===== src/rtl/vga_pkg.sv =====
// Shared VGA raster constants and the coordinate type used by the display pipeline.
package vga_pkg;

    typedef logic [10:0] coord_t;

    localparam int COORD_SPAN = 2048;

    localparam int H_VISIBLE_DEF = 640;
    localparam int H_FRONT_DEF   = 16;
    localparam int H_SYNC_DEF    = 96;
    localparam int H_BACK_DEF    = 48;
    localparam int V_VISIBLE_DEF = 480;
    localparam int V_FRONT_DEF   = 10;
    localparam int V_SYNC_DEF    = 2;
    localparam int V_BACK_DEF    = 33;

    localparam int H_TOTAL = H_VISIBLE_DEF + H_FRONT_DEF + H_SYNC_DEF + H_BACK_DEF;
    localparam int V_TOTAL = V_VISIBLE_DEF + V_FRONT_DEF + V_SYNC_DEF + V_BACK_DEF;

endpackage


===== src/rtl/timing_axis.sv =====
// One raster axis: wrapping position counter plus visible/sync decode of the
// next-state count, so a register stage fed by these flags lines up with count.
module timing_axis
    import vga_pkg::*;
(
    input  logic   clk,
    input  logic   rst_n,
    input  logic   inc,
    input  coord_t wrap_val,
    input  coord_t sync_start,
    input  coord_t sync_last,
    input  coord_t vis_last,
    output coord_t count,
    output logic   visible,
    output logic   sync,
    output logic   at_last
);

    coord_t count_next;

    assign at_last = (count == wrap_val);

    always_comb begin
        count_next = count;
        if (inc) begin
            count_next = at_last ? '0 : count + 11'd1;
        end
    end

    // Inclusive limits keep the compares inside 11 bits even when a window ends at 2048.
    assign visible = (count_next <= vis_last);
    assign sync    = (count_next >= sync_start) && (count_next <= sync_last);

    always_ff @(posedge clk or negedge rst_n) begin
        if (!rst_n) begin
            count <= '0;
        end else begin
            count <= count_next;
        end
    end

endmodule


===== src/rtl/vga_timing_gen.sv =====
// Raster timing generator: pixel-enable divider, col/row counters and registered
// VGA sync/blank/clock outputs plus a per-frame strobe.
module vga_timing_gen
    import vga_pkg::*;
#(
    parameter int H_VISIBLE = H_VISIBLE_DEF,
    parameter int H_FRONT   = H_FRONT_DEF,
    parameter int H_SYNC    = H_SYNC_DEF,
    parameter int H_BACK    = H_BACK_DEF,
    parameter int V_VISIBLE = V_VISIBLE_DEF,
    parameter int V_FRONT   = V_FRONT_DEF,
    parameter int V_SYNC    = V_SYNC_DEF,
    parameter int V_BACK    = V_BACK_DEF,
    parameter bit SYNC_POL  = 1'b0,
    parameter int CLK_DIV   = 2
) (
    input  logic        CLOCK_50,
    input  logic        reset_L,
    output logic [10:0] col,
    output logic [10:0] row,
    output logic        pix_en,
    output logic        VGA_HS,
    output logic        VGA_VS,
    output logic        VGA_BLANK_N,
    output logic        VGA_CLK,
    output logic        frame_start
);

    localparam int H_TOT = H_VISIBLE + H_FRONT + H_SYNC + H_BACK;
    localparam int V_TOT = V_VISIBLE + V_FRONT + V_SYNC + V_BACK;
    localparam int DIV_W = $clog2(CLK_DIV);

    if (H_TOT > COORD_SPAN || V_TOT > COORD_SPAN) begin : g_span_chk
        $error("vga_timing_gen: H_TOTAL/V_TOTAL exceed the 11-bit coordinate range");
    end
    if (CLK_DIV < 2) begin : g_div_chk
        $error("vga_timing_gen: CLK_DIV must be at least 2");
    end
    if (H_VISIBLE < 1 || V_VISIBLE < 1 || H_SYNC < 1 || V_SYNC < 1) begin : g_win_chk
        $error("vga_timing_gen: visible and sync widths must be non-zero");
    end

    logic [DIV_W-1:0] div_cnt;
    logic [DIV_W-1:0] div_next;
    logic             tick;
    logic             h_visible, h_sync, h_at_last;
    logic             v_visible, v_sync, v_at_last;

    assign tick     = (div_cnt == DIV_W'(CLK_DIV - 1));
    assign div_next = tick ? '0 : div_cnt + DIV_W'(1);

    timing_axis u_h_axis (
        .clk        (CLOCK_50),
        .rst_n      (reset_L),
        .inc        (tick),
        .wrap_val   (11'(H_TOT - 1)),
        .sync_start (11'(H_VISIBLE + H_FRONT)),
        .sync_last  (11'(H_VISIBLE + H_FRONT + H_SYNC - 1)),
        .vis_last   (11'(H_VISIBLE - 1)),
        .count      (col),
        .visible    (h_visible),
        .sync       (h_sync),
        .at_last    (h_at_last)
    );

    timing_axis u_v_axis (
        .clk        (CLOCK_50),
        .rst_n      (reset_L),
        .inc        (tick && h_at_last),
        .wrap_val   (11'(V_TOT - 1)),
        .sync_start (11'(V_VISIBLE + V_FRONT)),
        .sync_last  (11'(V_VISIBLE + V_FRONT + V_SYNC - 1)),
        .vis_last   (11'(V_VISIBLE - 1)),
        .count      (row),
        .visible    (v_visible),
        .sync       (v_sync),
        .at_last    (v_at_last)
    );

    // Axis flags decode the next count, so registering them here keeps every
    // output on the same edge as col/row.
    always_ff @(posedge CLOCK_50 or negedge reset_L) begin
        if (!reset_L) begin
            div_cnt     <= '0;
            pix_en      <= 1'b0;
            frame_start <= 1'b0;
            VGA_CLK     <= 1'b0;
            VGA_BLANK_N <= 1'b1;
            VGA_HS      <= ~SYNC_POL;
            VGA_VS      <= ~SYNC_POL;
        end else begin
            div_cnt     <= div_next;
            pix_en      <= tick;
            frame_start <= tick && h_at_last && v_at_last;
            VGA_CLK     <= (div_next >= DIV_W'(CLK_DIV / 2));
            VGA_BLANK_N <= h_visible && v_visible;
            VGA_HS      <= h_sync ? SYNC_POL : ~SYNC_POL;
            VGA_VS      <= v_sync ? SYNC_POL : ~SYNC_POL;
        end
    end

endmodule


===== config.mk =====
export PLATFORM = sky130hd
export DESIGN_NAME = vga_timing_gen
export DESIGN_NICKNAME = d
export VERILOG_FILES = /design/src/rtl/vga_pkg.sv /design/src/rtl/timing_axis.sv /design/src/rtl/vga_timing_gen.sv
export SDC_FILE = /design/constraint.sdc
export NUM_CORES = 1
export LEC_CHECK = 0
export CORE_MARGIN = 2
export CORE_UTILIZATION = 40
export CTS_CLUSTER_SIZE = 20
export DETAILED_ROUTE_END_ITERATION = 16
export PLACE_DENSITY = 0.62
export RECOVER_POWER = 25
export SYNTH_ARGS = -nofsm -noshare
export SYNTH_HDL_FRONTEND = slang
export SYNTH_SLANG_ARGS = --single-unit

===== constraint.sdc =====
create_clock -name CLOCK_50 -period 4.89 [get_ports CLOCK_50]
set_clock_uncertainty 0.05 [all_clocks]
set_input_delay 1.467 -clock CLOCK_50 [delete_from_list [all_inputs] [get_ports CLOCK_50]]
set_output_delay 1.467 -clock CLOCK_50 [all_outputs]
set_load 0.005 [all_outputs]

# Yosys cells after proc, flatten, opt, wreduce, memory -nomap -nowiden
# Cells that the tools add are included.
# W data, S select, Z words.
[op_classes]
mux = 7
n_reduce_logical = 5
order_cmp = 7
add_sub_neg = 3
n_eq_ne = 2
[ops]
columns = ["cell", "n"]
rows = [
  ["$mux W11", 4],
  ["$add A11 B1 Y11 const B", 2],
  ["$eq A11 B10 Y1 const B", 2],
  ["$le A11 B10 Y1 const B", 2],
  ["$le A11 B9 Y1 const B", 2],
  ["$ge A11 B10 Y1 const B", 1],
  ["$ge A11 B9 Y1 const B", 1],
  ["$logic_and A1 B1 Y1", 5],
  ["$mux W1", 3],
  ["$add A1 B1 Y1 const B", 1],
  ["$ge A1 B1 Y1 const B", 1],
]
[word_totals]
in_bits = 2
out_inout_bits = 28
regBits = 29

# Depth between registers and ports, before layout
# Gate-level depths: netlist of the first run.
[depth]
depth_word = 6
ltp_mapped = 9

# Cells and area by module
# Synthesis of the first run repeated with hierarchy kept, for this count alone.
[hier_totals]
cells_unflattened = 378
area_unflattened_um2 = 3154.3
[modules_own_cells]
columns = ["module", "area_each_um2", "seq_area_each_um2", "instances", "cells_per_inst"]
rows = [
  ["timing_axis at u_v_axis", 1481.4, 275.3, 1, 182],
  ["timing_axis at u_h_axis", 1480.2, 275.3, 1, 182],
  ["vga_timing_gen", 192.7, 153.9, 1, 14],
]

# Least setup slack after synthesis of the first run
# Ideal clock, no wire load.
[synth_timing]
path_type = "register to register"
startpoint = "register u_h_axis.count[0]"
endpoint = "register VGA_BLANK_N"
n_path_buf = 1
arrival_time_ns = 1.981
stages_incl_launch_ff = 9
slack_ns = 2.784
required_ns = 4.765
setup_time_ns = 0.075
cell_sequence = "dfrtp_1 -> ha_1 -> and3_1 -> buf_6 -> nand4_4 -> o31a_1 -> a221o_1 -> a221o_1 -> nor3_2"
[synth_via]
elab_chain_len = 5
elab_cells_between_ends = 9
[synth_rtl]
columns = ["element", "line_no", "text"]
rows = [
  ["from (decl)", "timing_axis.sv:13", "output coord_t count,"],
  ["from (signal assigned)", "timing_axis.sv:38", "count <= count_next;"],
  ["$add A11 B1 Y11 or $eq A11 B10 Y1 (tied branches)", "timing_axis.sv:26, timing_axis.sv:21", ""],
  ["$mux W11 or $logic_and A1 B1 Y1 (tied branches)", "timing_axis.sv:26, vga_timing_gen.sv:69", ""],
  ["$mux W11", "timing_axis.sv:25", "if (inc) begin"],
  ["$le A11 B10 Y1 or $le A11 B9 Y1 (tied branches)", "timing_axis.sv:31", "assign visible = (count_next <= vis_last);"],
  ["$logic_and A1 B1 Y1 (*)", "vga_timing_gen.sv:96", "VGA_BLANK_N <= h_visible && v_visible;"],
  ["to (signal assigned)", "vga_timing_gen.sv:96", ""],
  ["to (decl)", "vga_timing_gen.sv:24", "output logic VGA_BLANK_N,"],
]
# Every way passes the cells marked *; elsewhere a longest branch is shown, timed or not.

# Worst setup path after layout of the first run
[layout_timing]
startpoint = "register u_h_axis.count[5]"
endpoint = "output col[5]"
[layout_rtl]
columns = ["element", "line_no", "text"]
rows = [
  ["to (decl)", "vga_timing_gen.sv:19", "output logic [10:0] col,"],
]
# No word-level cell between the ends.

==> run_summary.xml, run 1 <==
<?xml version="1.0" encoding="UTF-8"?>
<metrics>
  <group name="worst_setup_path">
    <metric name="worst_r2r_startpoint" unit="">u_h_axis.count[0]$_DFF_PN0_</metric>
    <metric name="cp_data_required_time" unit="ns">3.37</metric>
    <metric name="nature_of_the_critical_path_endpoint" unit="">output port</metric>
    <metric name="cp-start-kind" unit="">flip-flop</metric>
    <metric name="critPathBufInv" unit="">1</metric>
    <metric name="timing.critical_path.arrival" unit="ns">1.54</metric>
    <metric name="path_cells" unit="">clkdlybuf4s50_1</metric>
    <metric name="setup.worst_path.start" unit="">u_h_axis.count[5]$_DFF_PN0_</metric>
    <metric name="slowest_stage" unit="">sky130_fd_sc_hd__dfrtp_1</metric>
    <metric name="worst_path_dominant_cell_family" unit="">flip-flops</metric>
    <metric name="worst-r2r-setup-slack" unit="ns">2.20</metric>
    <metric name="maximum_fanout_along_the_worst_path" unit="">11</metric>
    <metric name="critPathMaxStageDelay" unit="ns">0.65</metric>
    <metric name="worstSetupPathType" unit="">reg2out</metric>
  </group>
  <group name="sta">
    <metric name="report.final.hold_viol_count" unit="">0</metric>
    <metric name="maxClockFrequency" unit="MHz">327.5</metric>
    <metric name="period_share" unit="%">62.45</metric>
    <metric name="time_the_worst_path_needs_with_i_o_delays_and_setup" unit="ns">3.054</metric>
    <metric name="timing.final.max_slew_violations" unit="">0</metric>
    <metric name="grt_setup_unrepaired" unit="">false</metric>
    <metric name="worstMarginPinSlew" unit="ns">1.497</metric>
    <metric name="tns" unit="ns">0</metric>
    <metric name="max_slew_margin" unit="%">0.1936</metric>
    <metric name="layout_setup_ws" unit="ns">1.836</metric>
    <metric name="setup_viol" unit="">0</metric>
  </group>
  <group name="pwr">
    <metric name="worst_ir_drop_vdd" unit="V">0.00009132</metric>
    <metric name="static-leakage-power" unit="nW">0.7858</metric>
    <metric name="swShare" unit="%">19.14</metric>
    <metric name="power_switching" unit="mW">0.08097</metric>
    <metric name="clkPwrFrac" unit="%">44.1</metric>
    <metric name="power_frac_seq" unit="%">54.7</metric>
    <metric name="intPower" unit="mW">0.3420</metric>
    <metric name="comb_power_share" unit="%">1.2</metric>
    <metric name="power.density_cell_area" unit="nW/um2">208.0</metric>
  </group>
  <group name="synthesis">
    <metric name="post_synth_and_or_nand_nor_area_fraction" unit="%">29.22</metric>
    <metric name="main_combinational_cell_family_by_area_after_synthesis" unit="">simple AND/OR/NAND/NOR gates</metric>
    <metric name="ys_seq_area_share" unit="%">41.64</metric>
    <metric name="syn_inst" unit="">181</metric>
    <metric name="primary_ff_master_synth" unit="">sky130_fd_sc_hd__dfrtp_1</metric>
    <metric name="yosys.cell_types.count" unit="">48</metric>
    <metric name="synth.yosys.warnings" unit="">0</metric>
    <metric name="post_synth_instance_area" unit="um2">1692</metric>
    <metric name="yosys.area_share.xor_xnor" unit="%">5.695</metric>
    <metric name="synth-compound-area-share" unit="%">14.05</metric>
    <metric name="synthAdderAreaFrac" unit="%">2.219</metric>
    <metric name="asyncSetResetFlopFracSynth" unit="%">100.0</metric>
    <metric name="synth_mux_area_share" unit="%">1.923</metric>
    <metric name="net_count_of_the_mapped_netlist" unit="">186</metric>
    <metric name="number_of_enable_type_register_cells_in_the_synthesized_netlist" unit="">0</metric>
    <metric name="avgSynthCellArea" unit="um2">9.346</metric>
    <metric name="ys_ff_latch" unit="">28</metric>
  </group>
  <group name="routing">
    <metric name="detail_route.wl_per_cell" unit="um">15.24</metric>
    <metric name="totalWireLength" unit="mm">3.825</metric>
    <metric name="avgViaCountPerCell" unit="">5.641</metric>
    <metric name="final_ant_viol_nets" unit="">0</metric>
    <metric name="drcViolationCount" unit="">0</metric>
    <metric name="detailroute.via_count" unit="">1416</metric>
    <metric name="drtPass1Iterations" unit="">4</metric>
    <metric name="detailedRoute.firstIterationViolations" unit="">72</metric>
  </group>
  <group name="floorplanning">
    <metric name="design.die.area" unit="um2">4765</metric>
    <metric name="die_w" unit="um">69.03</metric>
    <metric name="placement_rows" unit="">23</metric>
    <metric name="dieHeight" unit="um">69.03</metric>
    <metric name="coreArea" unit="um2">4029</metric>
    <metric name="initial_utilization" unit="%">41.99</metric>
    <metric name="io_pins" unit="">30</metric>
  </group>
  <group name="global_routing">
    <metric name="grt_util_all_layers" unit="%">16.73</metric>
    <metric name="grt_antenna_before_repair" unit="">0</metric>
    <metric name="number_of_global_route_vias_before_repair" unit="">1345</metric>
    <metric name="globalRoute.totalOverflow" unit="">0</metric>
    <metric name="grt_first_pass_wirelength" unit="mm">6.541</metric>
    <metric name="largest_net_degree_at_the_start_of_global_routing" unit="">29</metric>
  </group>
  <group name="worst_hold_path">
    <metric name="holdCritPathClass" unit="">reg2reg</metric>
    <metric name="hold_wc_startpoint" unit="">VGA_CLK$_DFF_PN0_</metric>
  </group>
  <group name="clock_tree">
    <metric name="post_cts_setup_driven_buffer_insertion_count" unit="">0</metric>
    <metric name="clkSinkCount" unit="">28</metric>
    <metric name="htree_levels" unit="">1</metric>
    <metric name="cts-buffers-inserted" unit="">3</metric>
    <metric name="clk-insertion-delay-late" unit="ns">0.28</metric>
    <metric name="cts.root.buffer_cell" unit="">sky130_fd_sc_hd__clkbuf_8</metric>
    <metric name="clock_path_buffers" unit="">2</metric>
    <metric name="clock_tree_from_tritoncts" unit="">yes</metric>
    <metric name="ctsResizeCount" unit="">0</metric>
    <metric name="clk_transition_reported_paths" unit="ns">0.10</metric>
    <metric name="cts_hold_buf" unit="">0</metric>
  </group>
  <group name="place">
    <metric name="io_buffer_count" unit="">29</metric>
    <metric name="gp_weighted_congestion" unit="">0.8216</metric>
    <metric name="post-dp-hpwl" unit="mm">2.731</metric>
    <metric name="post-place-ws" unit="ns">2.157</metric>
  </group>
  <group name="layout">
    <metric name="syn2layout_area_growth" unit="%">20.19</metric>
    <metric name="drive_above_1_share" unit="%">9.453</metric>
    <metric name="fillerInstances" unit="">390</metric>
    <metric name="total_inserted_antenna_cells" unit="">0</metric>
    <metric name="ff_latch_area" unit="um2">704.4</metric>
    <metric name="multiInputGateArea" unit="um2">882.1</metric>
    <metric name="design.final.nets" unit="">207</metric>
  </group>
  <group name="flow_run">
    <metric name="maxCapViolCount" unit="">1</metric>
  </group>
  <group name="run_status">
    <metric name="run_status" unit="">finished with violations</metric>
    <metric name="failed_checks" unit="">max-capacitance violations</metric>
  </group>
</metrics>
cells by family after synthesis:
group                    Yosys count
AND/OR/NAND/NOR                   81
adder cells (fa/ha/maj)            3
multiplexers                       3
AO/OA/AOI/OAI                     36
flip-flops                        28
XOR/XNOR                          11
buffers and inverters             19
per-layer routing:
layer | routed length [um] | up-vias | track usage [%]
li1 | - | 695 | -
met1 | 1912 | 681 | 23.84
met2 | 1712 | 33 | 26.18
met3 | 128 | 7 | 1.901
met4 | 72 | 0 | 6.100
met5 | 0 | - | 0
Yosys cell counts, types with 5 or more instances:
library cell	instances	area (um2)
sky130_fd_sc_hd__nand3_1	11	55.05
sky130_fd_sc_hd__clkbuf_1	5	18.77
sky130_fd_sc_hd__buf_2	8	40.04
sky130_fd_sc_hd__a21oi_1	6	30.03
sky130_fd_sc_hd__inv_1	5	18.77
sky130_fd_sc_hd__dfrtp_1	25	625.6
sky130_fd_sc_hd__o21ai_0	12	60.06
sky130_fd_sc_hd__xnor2_1	9	78.83
sky130_fd_sc_hd__nand4_1	6	37.54
sky130_fd_sc_hd__nand2_1	20	75.07
sky130_fd_sc_hd__nor2_1	15	56.30
sky130_fd_sc_hd__and3_1	5	31.28
sequential cells by signal, indices dropped and copies added, names as in the netlist:
register        flops
VGA_HS              1
VGA_CLK             1
u_h_axis.count     11
pix_en              1
VGA_VS              1
u_v_axis.count     11
frame_start         1
VGA_BLANK_N         1
placed cells by master (no fill, tap or decap), types with 3 or more instances in the layout:
master	n
sky130_fd_sc_hd__and3_1	5
sky130_fd_sc_hd__xnor2_1	9
sky130_fd_sc_hd__nand2_1	20
sky130_fd_sc_hd__nand2b_1	3
sky130_fd_sc_hd__nor2_1	15
sky130_fd_sc_hd__o21ai_0	12
sky130_fd_sc_hd__dfstp_2	3
sky130_fd_sc_hd__inv_1	5
sky130_fd_sc_hd__dfrtp_1	25
sky130_fd_sc_hd__ha_1	3
sky130_fd_sc_hd__clkdlybuf4s50_1	28
sky130_fd_sc_hd__a21oi_1	6
sky130_fd_sc_hd__nand3_1	11
sky130_fd_sc_hd__clkbuf_8	3
sky130_fd_sc_hd__nand4_1	7
stage by stage:
| step | instance area (um2) | power [mW] | hold WS [ns] | util [%] | std cells |
|---|---|---|---|---|---|
| after detailed placement | 1982 | 0.2421 | 0.4867 | 49.19 | 247 |
| after global routing | 2033 | 0.4383 | 0.5260 | 50.47 | 251 |
| final | 2033 | 0.4230 | 0.5066 | 50.47 | 251 |
| after global placement | 1982 | 0.2419 | 0.4718 | 49.19 | 247 |
| after floorplan | 1692 | 0.2360 | 0.4572 | - | 181 |
| after CTS | 2053 | 0.4294 | 0.5016 | 50.96 | 251 |
worst paths after layout:
path	to	cells past startpoint
max	col[5]	1
min in group asynchronous	u_h_axis.count[5]$_DFF_PN0_	2
min reg2reg	pix_en$_DFF_PN0_	0
min	pix_en$_DFF_PN0_	0
max reg2reg	VGA_BLANK_N$_DFF_PN1_	7
max in group asynchronous	u_v_axis.count[5]$_DFF_PN0_	2
cell type report:
type,count,area share (%)
Clock buffer,3,2.031
Timing Repair Buffer,30,14.46
Inverter,5,0.9231
Clock inverter,1,1.477
Multi-Input combinational cell,134,43.38
Tap cell,50,3.077
Sequential cell,28,34.65
power groups by stage:
stage / sequential, mW / combinational (mW) / clock, mW
final: 0.232 / 0.00508 / 0.186
after global routing: 0.232 / 0.00618 / 0.201
after CTS: 0.232 / 0.00609 / 0.192
after detailed placement: 0.236 / 0.00610 / 0
after global placement: 0.236 / 0.00599 / 0
after floorplan: 0.236 / 0.000000330 / 0
No activity file was read; power rests on OpenSTA's default activity.
==> run 2: changes to the inputs <==
==> constraint.sdc (replaced) <==
create_clock -name CLOCK_50 -period 2.9 [get_ports CLOCK_50]
set_clock_uncertainty 0.05 [all_clocks]
set_input_delay 0.87 -clock CLOCK_50 [delete_from_list [all_inputs] [get_ports CLOCK_50]]
set_output_delay 0.87 -clock CLOCK_50 [all_outputs]
set_load 0.005 [all_outputs]
==> run 2 against run 1 <==
The flow still finishes with violations (max-capacitance violations). Register-to-register slack worse by 1.7 ns. Via count is 0.28% lower. Routed wire length is 1.4% lower. Flip-flop and latch count stayed put. Non-clock buffer count stayed put. Clock-buffer cell count is 1 higher. Sequential share of layout area is 0.17 points higher. Sequential power is 68% higher. Clock power is 22% higher. Final cell count stayed put. Combinational power is 69% higher. Critical path type unchanged. Largest power group unchanged.
==> run_summary.xml, run 2 (synthesis results as in run 1) <==
<?xml version="1.0" encoding="UTF-8"?>
<metrics>
  <group name="run_status">
    <metric name="run_status" unit="">finished with violations</metric>
    <metric name="failed_checks" unit="">max-capacitance violations</metric>
  </group>
  <group name="layout">
    <metric name="syn2layout_area_growth" unit="%">19.60</metric>
    <metric name="layout.cell_area.non_filler" unit="um2">2023</metric>
    <metric name="drive_above_1_share" unit="%">9.950</metric>
    <metric name="reg_top3" unit="">u_h_axis.count (11), u_v_axis.count (11)</metric>
    <metric name="most_common_cell_after_layout_fill_and_taps_aside" unit="">sky130_fd_sc_hd__clkdlybuf4s50_1</metric>
    <metric name="total_inserted_antenna_cells" unit="">0</metric>
    <metric name="most_used_cells_in_the_layout_excluding_fill_and_tap_cells" unit="">28 x sky130_fd_sc_hd__clkdlybuf4s50_1, 25 x sky130_fd_sc_hd__dfrtp_1, 20 x sky130_fd_sc_hd__nand2_1, 15 x sky130_fd_sc_hd__nor2_1, 12 x sky130_fd_sc_hd__o21ai_0</metric>
    <metric name="design.final.nets" unit="">207</metric>
    <metric name="fin_util" unit="%">50.22</metric>
  </group>
  <group name="clock_tree">
    <metric name="clk-insertion-delay-late" unit="ns">0.28</metric>
    <metric name="clkSinkCount" unit="">28</metric>
    <metric name="htree_levels" unit="">1</metric>
    <metric name="post_cts_setup_driven_buffer_insertion_count" unit="">0</metric>
    <metric name="ctsResizeCount" unit="">0</metric>
    <metric name="clk_transition_reported_paths" unit="ns">0.10</metric>
    <metric name="clock_path_buffers" unit="">2</metric>
    <metric name="clock_tree_from_tritoncts" unit="">yes</metric>
    <metric name="cts_hold_buf" unit="">0</metric>
    <metric name="cts.root.buffer_cell" unit="">sky130_fd_sc_hd__clkbuf_8</metric>
    <metric name="cts-buffers-inserted" unit="">3</metric>
  </group>
  <group name="floorplanning">
    <metric name="initial_utilization" unit="%">41.99</metric>
    <metric name="die_w" unit="um">69.03</metric>
    <metric name="dieHeight" unit="um">69.03</metric>
    <metric name="design.die.area" unit="um2">4765</metric>
    <metric name="io_pins" unit="">30</metric>
    <metric name="coreArea" unit="um2">4029</metric>
    <metric name="placement_rows" unit="">23</metric>
  </group>
  <group name="worst_hold_path">
    <metric name="holdCritPathClass" unit="">reg2reg</metric>
  </group>
  <group name="place">
    <metric name="post-dp-hpwl" unit="mm">2.685</metric>
    <metric name="io_buffer_count" unit="">29</metric>
    <metric name="placed_area" unit="um2">1982</metric>
    <metric name="gp_weighted_congestion" unit="">0.8258</metric>
    <metric name="post-place-ws" unit="ns">0.5217</metric>
  </group>
  <group name="flow_run">
    <metric name="maxCapViolCount" unit="">1</metric>
  </group>
  <group name="routing">
    <metric name="totalWireLength" unit="mm">3.771</metric>
    <metric name="final_ant_viol_nets" unit="">0</metric>
    <metric name="detail_route.wl_per_cell" unit="um">15.02</metric>
    <metric name="detailedRoute.firstIterationViolations" unit="">149</metric>
    <metric name="drtPass1Iterations" unit="">4</metric>
    <metric name="avgViaCountPerCell" unit="">5.625</metric>
    <metric name="detailroute.via_count" unit="">1412</metric>
    <metric name="drcViolationCount" unit="">0</metric>
  </group>
  <group name="pwr">
    <metric name="static-leakage-power" unit="nW">0.7732</metric>
    <metric name="worst_ir_drop_vdd" unit="V">0.0001805</metric>
    <metric name="power.density_cell_area" unit="nW/um2">308.8</metric>
  </group>
  <group name="global_routing">
    <metric name="grt_util_met2" unit="%">24.68</metric>
    <metric name="grt_util_all_layers" unit="%">16.62</metric>
    <metric name="global_route.usage.met1" unit="%">25.16</metric>
    <metric name="grt_antenna_before_repair" unit="">0</metric>
    <metric name="grt_first_pass_wirelength" unit="mm">6.520</metric>
    <metric name="globalRoute.totalOverflow" unit="">0</metric>
    <metric name="fraction_of_met3_tracks_used_by_global_routing" unit="%">2.632</metric>
    <metric name="largest_net_degree_at_the_start_of_global_routing" unit="">29</metric>
    <metric name="number_of_global_route_vias_before_repair" unit="">1336</metric>
    <metric name="global_route.peak_usage_layer" unit="">met1</metric>
  </group>
  <group name="worst_setup_path">
    <metric name="worstSetupPathType" unit="">reg2out</metric>
    <metric name="worst-r2r-setup-slack" unit="ns">0.48</metric>
    <metric name="slowest_stage" unit="">sky130_fd_sc_hd__dfrtp_1</metric>
    <metric name="path_cells" unit="">clkdlybuf4s50_1</metric>
    <metric name="worst_path_dominant_cell_family" unit="">flip-flops</metric>
    <metric name="nature_of_the_critical_path_endpoint" unit="">output port</metric>
    <metric name="critPathMaxStageDelay" unit="ns">0.66</metric>
    <metric name="timing.critical_path.arrival" unit="ns">1.53</metric>
    <metric name="cp_data_required_time" unit="ns">1.98</metric>
    <metric name="critPathBufInv" unit="">1</metric>
    <metric name="maximum_fanout_along_the_worst_path" unit="">11</metric>
    <metric name="cp-start-kind" unit="">flip-flop</metric>
  </group>
  <group name="sta">
    <metric name="timing.final.max_slew_violations" unit="">0</metric>
    <metric name="time_the_worst_path_needs_with_i_o_delays_and_setup" unit="ns">2.454</metric>
    <metric name="setup_viol" unit="">0</metric>
    <metric name="period_share" unit="%">84.62</metric>
    <metric name="final.hold.worst_slack" unit="ns">0.5064</metric>
    <metric name="tns" unit="ns">0</metric>
    <metric name="worstMarginPinSlew" unit="ns">1.497</metric>
    <metric name="maxClockFrequency" unit="MHz">407.5</metric>
    <metric name="max_slew_margin" unit="%">0.2321</metric>
    <metric name="report.final.hold_viol_count" unit="">0</metric>
    <metric name="layout_setup_ws" unit="ns">0.4460</metric>
    <metric name="grt_setup_unrepaired" unit="">false</metric>
  </group>
</metrics>
-- run 2: final timing paths --
| path | from | endpoint | depth (start not counted) |
|---|---|---|---|
| worst min register to register | VGA_CLK$_DFF_PN0_ | pix_en$_DFF_PN0_ | 0 |
| worst max-delay path | u_h_axis.count[5]$_DFF_PN0_ | col[5] | 1 |
| min in group asynchronous | reset_L | u_h_axis.count[6]$_DFF_PN0_ | 2 |
| worst min-delay path | VGA_CLK$_DFF_PN0_ | pix_en$_DFF_PN0_ | 0 |
| worst max register to register | u_h_axis.count[0]$_DFF_PN0_ | VGA_BLANK_N$_DFF_PN1_ | 7 |
| max in group asynchronous | reset_L | u_v_axis.count[8]$_DFF_PN0_ | 2 |
-- run 2: power breakdown --
| part | switching [mW] | total, mW | internal, mW |
|---|---|---|---|
| Sequential | 0 | 0.390 | 0.390 |
| Combinational | 0.00741 | 0.00856 | 0.00115 |
| Clock | 0.127 | 0.226 | 0.0988 |
-- run 2: per-layer routing --
metal | part of all wire (%) | wire length [um]
met2 | 44 | 1671
met5 | 0 | 0
met1 | 51 | 1929
met3 | 3.7 | 139
met4 | 0.82 | 31
-- run 2: per-stage QoR --
stage | power [mW] | cells
floorplan | 0.3980 | 181
global placement | 0.4080 | 247
detailed placement | 0.4084 | 247
CTS | 0.6301 | 251
global route | 0.6512 | 251
finish | 0.6247 | 251
-- run 2: area by class of cell --
type / count / area [um2]
clock buffer: 4 / 45.04
fill: 387 / 2006
inverter: 5 / 18.77
multi-input combinational: 134 / 898.4
sequential: 28 / 704.4
tap: 50 / 62.56
timing repair buffer: 30 / 294.0
==> run 3: changes to the inputs <==
--- a/config.mk
+++ b/config.mk
@@ -9,7 +9,7 @@
 export CORE_UTILIZATION = 40
 export CTS_CLUSTER_SIZE = 20
 export DETAILED_ROUTE_END_ITERATION = 16
-export PLACE_DENSITY = 0.62
+export PLACE_DENSITY = 0.65
 export RECOVER_POWER = 25
 export SYNTH_ARGS = -nofsm -noshare
 export SYNTH_HDL_FRONTEND = slang
==> constraint.sdc (replaced) <==
create_clock -name CLOCK_50 -period 2.1 [get_ports CLOCK_50]
set_clock_uncertainty 0.05 [all_clocks]
set_input_delay 0.63 -clock CLOCK_50 [delete_from_list [all_inputs] [get_ports CLOCK_50]]
set_output_delay 0.63 -clock CLOCK_50 [all_outputs]
set_load 0.005 [all_outputs]
==> run 3 against run 2 <==
The flow now finishes without violations. Register-to-register slack lost 0.42 ns. Sequential share of layout area shrank 4.6 points. Final cell count grew 13%. Die area is the same. Via count grew 10%.
==> run_summary.xml, run 3 (synthesis results as in run 1) <==
<?xml version="1.0" encoding="UTF-8"?>
<metrics>
  <group name="worst_setup_path">
    <metric name="setup.worst_path.start" unit="">u_v_axis.count[6]$_DFF_PN0_</metric>
    <metric name="worstSetupPathType" unit="">reg2out</metric>
    <metric name="cp_data_required_time" unit="ns">1.42</metric>
    <metric name="path_cells" unit="">buf_4 -&gt; clkdlybuf4s50_1</metric>
    <metric name="slowest_stage" unit="">sky130_fd_sc_hd__clkdlybuf4s50_1</metric>
    <metric name="nature_of_the_critical_path_endpoint" unit="">output port</metric>
    <metric name="timing.critical_path.arrival" unit="ns">1.37</metric>
    <metric name="critPathMaxStageDelay" unit="ns">0.49</metric>
    <metric name="cp-start-kind" unit="">flip-flop</metric>
    <metric name="worst_r2r_startpoint" unit="">u_v_axis.count[1]$_DFF_PN0_</metric>
    <metric name="maximum_fanout_along_the_worst_path" unit="">5</metric>
  </group>
  <group name="routing">
    <metric name="avgViaCountPerCell" unit="">5.498</metric>
    <metric name="totalWireLength" unit="mm">4.316</metric>
    <metric name="detailedRoute.firstIterationViolations" unit="">116</metric>
    <metric name="drtPass1Iterations" unit="">4</metric>
    <metric name="drcViolationCount" unit="">0</metric>
    <metric name="detail_route.wl_per_cell" unit="um">15.25</metric>
    <metric name="final_ant_viol_nets" unit="">0</metric>
    <metric name="detailroute.via_count" unit="">1556</metric>
  </group>
  <group name="global_routing">
    <metric name="global_route.peak_usage_layer" unit="">met2</metric>
    <metric name="global_route.usage.met1" unit="%">24.56</metric>
    <metric name="globalRoute.totalOverflow" unit="">0</metric>
    <metric name="grt_util_met2" unit="%">30.88</metric>
    <metric name="largest_net_degree_at_the_start_of_global_routing" unit="">29</metric>
    <metric name="grt_util_all_layers" unit="%">18.35</metric>
    <metric name="number_of_global_route_vias_before_repair" unit="">1526</metric>
    <metric name="grt_first_pass_wirelength" unit="mm">7.231</metric>
    <metric name="grt_antenna_before_repair" unit="">0</metric>
    <metric name="fraction_of_met3_tracks_used_by_global_routing" unit="%">1.901</metric>
  </group>
  <group name="sta">
    <metric name="maxClockFrequency" unit="MHz">487.2</metric>
    <metric name="timing.final.max_slew_violations" unit="">0</metric>
    <metric name="time_the_worst_path_needs_with_i_o_delays_and_setup" unit="ns">2.053</metric>
    <metric name="max_slew_margin" unit="%">51.76</metric>
    <metric name="worstMarginPinSlew" unit="ns">0.7236</metric>
    <metric name="report.final.hold_viol_count" unit="">0</metric>
    <metric name="setup_viol" unit="">0</metric>
    <metric name="tns" unit="ns">0</metric>
    <metric name="grt_setup_unrepaired" unit="">true</metric>
    <metric name="period_share" unit="%">97.74</metric>
  </group>
  <group name="layout">
    <metric name="most_common_cell_after_layout_fill_and_taps_aside" unit="">sky130_fd_sc_hd__buf_4</metric>
    <metric name="most_used_cells_in_the_layout_excluding_fill_and_tap_cells" unit="">30 x sky130_fd_sc_hd__buf_4, 28 x sky130_fd_sc_hd__clkdlybuf4s50_1, 23 x sky130_fd_sc_hd__dfrtp_1, 20 x sky130_fd_sc_hd__nand2_1, 15 x sky130_fd_sc_hd__nor2_1</metric>
    <metric name="syn2layout_area_growth" unit="%">38.31</metric>
    <metric name="drive_above_1_share" unit="%">27.04</metric>
    <metric name="fillerInstances" unit="">361</metric>
    <metric name="design.final.nets" unit="">239</metric>
    <metric name="final_cell_count_no_fill" unit="">283</metric>
    <metric name="total_inserted_antenna_cells" unit="">0</metric>
    <metric name="reg_top3" unit="">u_h_axis.count (11), u_v_axis.count (11)</metric>
  </group>
  <group name="place">
    <metric name="gp_weighted_congestion" unit="">0.8575</metric>
    <metric name="dpl.cell_count" unit="">273</metric>
    <metric name="io_buffer_count" unit="">29</metric>
    <metric name="post-dp-hpwl" unit="mm">3.158</metric>
  </group>
  <group name="clock_tree">
    <metric name="clock_path_buffers" unit="">2</metric>
    <metric name="cts-buffers-inserted" unit="">3</metric>
    <metric name="cts.root.buffer_cell" unit="">sky130_fd_sc_hd__clkbuf_8</metric>
    <metric name="htree_levels" unit="">1</metric>
    <metric name="clk_transition_reported_paths" unit="ns">0.10</metric>
    <metric name="clock_tree_from_tritoncts" unit="">yes</metric>
    <metric name="clk-insertion-delay-late" unit="ns">0.28</metric>
    <metric name="clkSinkCount" unit="">28</metric>
  </group>
  <group name="floorplanning">
    <metric name="coreArea" unit="um2">4029</metric>
    <metric name="design.die.area" unit="um2">4765</metric>
    <metric name="io_pins" unit="">30</metric>
    <metric name="placement_rows" unit="">23</metric>
    <metric name="initial_utilization" unit="%">41.99</metric>
    <metric name="die_w" unit="um">69.03</metric>
    <metric name="dieHeight" unit="um">69.03</metric>
  </group>
  <group name="pwr">
    <metric name="power_frac_seq" unit="%">54.6</metric>
    <metric name="power_switching" unit="mW">0.1909</metric>
    <metric name="report.power.total" unit="mW">0.9876</metric>
    <metric name="comb_power_share" unit="%">1.3</metric>
    <metric name="swShare" unit="%">19.33</metric>
    <metric name="intPower" unit="mW">0.7967</metric>
    <metric name="power.density_cell_area" unit="nW/um2">422.1</metric>
    <metric name="clkPwrFrac" unit="%">44.1</metric>
    <metric name="static-leakage-power" unit="nW">0.9564</metric>
    <metric name="worst_ir_drop_vdd" unit="V">0.0002003</metric>
  </group>
  <group name="flow_run">
    <metric name="maxCapViolCount" unit="">0</metric>
  </group>
  <group name="run_status">
    <metric name="run_status" unit="">complete, no violations</metric>
  </group>
  <group name="worst_hold_path">
    <metric name="hold_wc_startpoint" unit="">u_h_axis.count[2]$_DFF_PN0_</metric>
    <metric name="holdCritPathClass" unit="">reg2reg</metric>
  </group>
</metrics>
## run 3: area by class of cell
class	count	area [um2]	area share, %
flip-flops and latches	28	706.9	30.21
clock buffers	3	41.29	1.765
well taps	50	62.56	2.674
multi-input cells	134	928.4	39.68
inverters	5	18.77	0.8021
clock inverters	1	30.03	1.283
repair buffers	62	551.8	23.58
## run 3: critical path: cells and delay by family, from the launching register on
| kind | cells | cell delay (ns) |
|---|---|---|
| buffers and inverters | 2 | 0.65 |
| flip-flops | 1 | 0.43 |
## run 3: metal layers
layer  routed length, um  share of wire [%]
met1                1936                 45
met2                2150                 50
met3                 164                3.8
met4                  65                1.5
met5                   0                  0
## run 3: repair_timing
item                       4_1_cts  5_1_grt
hold endpoints to repair         0        0
hold buffers                     0        0
pin swaps                        0        5
setup endpoints to repair        3        4
setup buffers                    0        6
resized for setup                3        8
## run 3: worst paths after layout
| path | to | slack, ns | cells past startpoint |
|---|---|---|---|
| max reg2reg | VGA_BLANK_N$_DFF_PN1_ | 0.06 | 8 |
| max | row[6] | 0.05 | 2 |
| min | u_h_axis.count[2]$_DFF_PN0_ | 0.52 | 1 |
| min in group asynchronous | u_h_axis.count[9]$_DFF_PN0_ | 0.88 | 2 |
| max in group asynchronous | u_h_axis.count[5]$_DFF_PN0_ | 0.62 | 2 |
| min reg2reg | u_h_axis.count[2]$_DFF_PN0_ | 0.52 | 1 |
## run 3: per-stage QoR
step | instance area (um2) | hold WS, ns | utilization [%] | setup WS [ns]
floorplan | 1698 | 0.2844 | - | 0.01327
global placement | 2182 | 0.5079 | 54.16 | 0.05351
detailed placement | 2182 | 0.5080 | 54.16 | 0.01777
CTS | 2256 | 0.5252 | 55.99 | 0.003562
global route | 2340 | 0.5770 | 58.07 | -0.04491
finish | 2340 | 0.5249 | 58.07 | 0.04744
## run 3: power groups by stage
stage	registers (mW)	clock network [mW]	logic, mW
after CTS	0.539	0.448	0.0146
after global routing	0.539	0.462	0.0151
final	0.539	0.436	0.0126
after detailed placement	0.549	0	0.0145
after floorplan	0.550	0	0.000000327
after global placement	0.549	0	0.0140
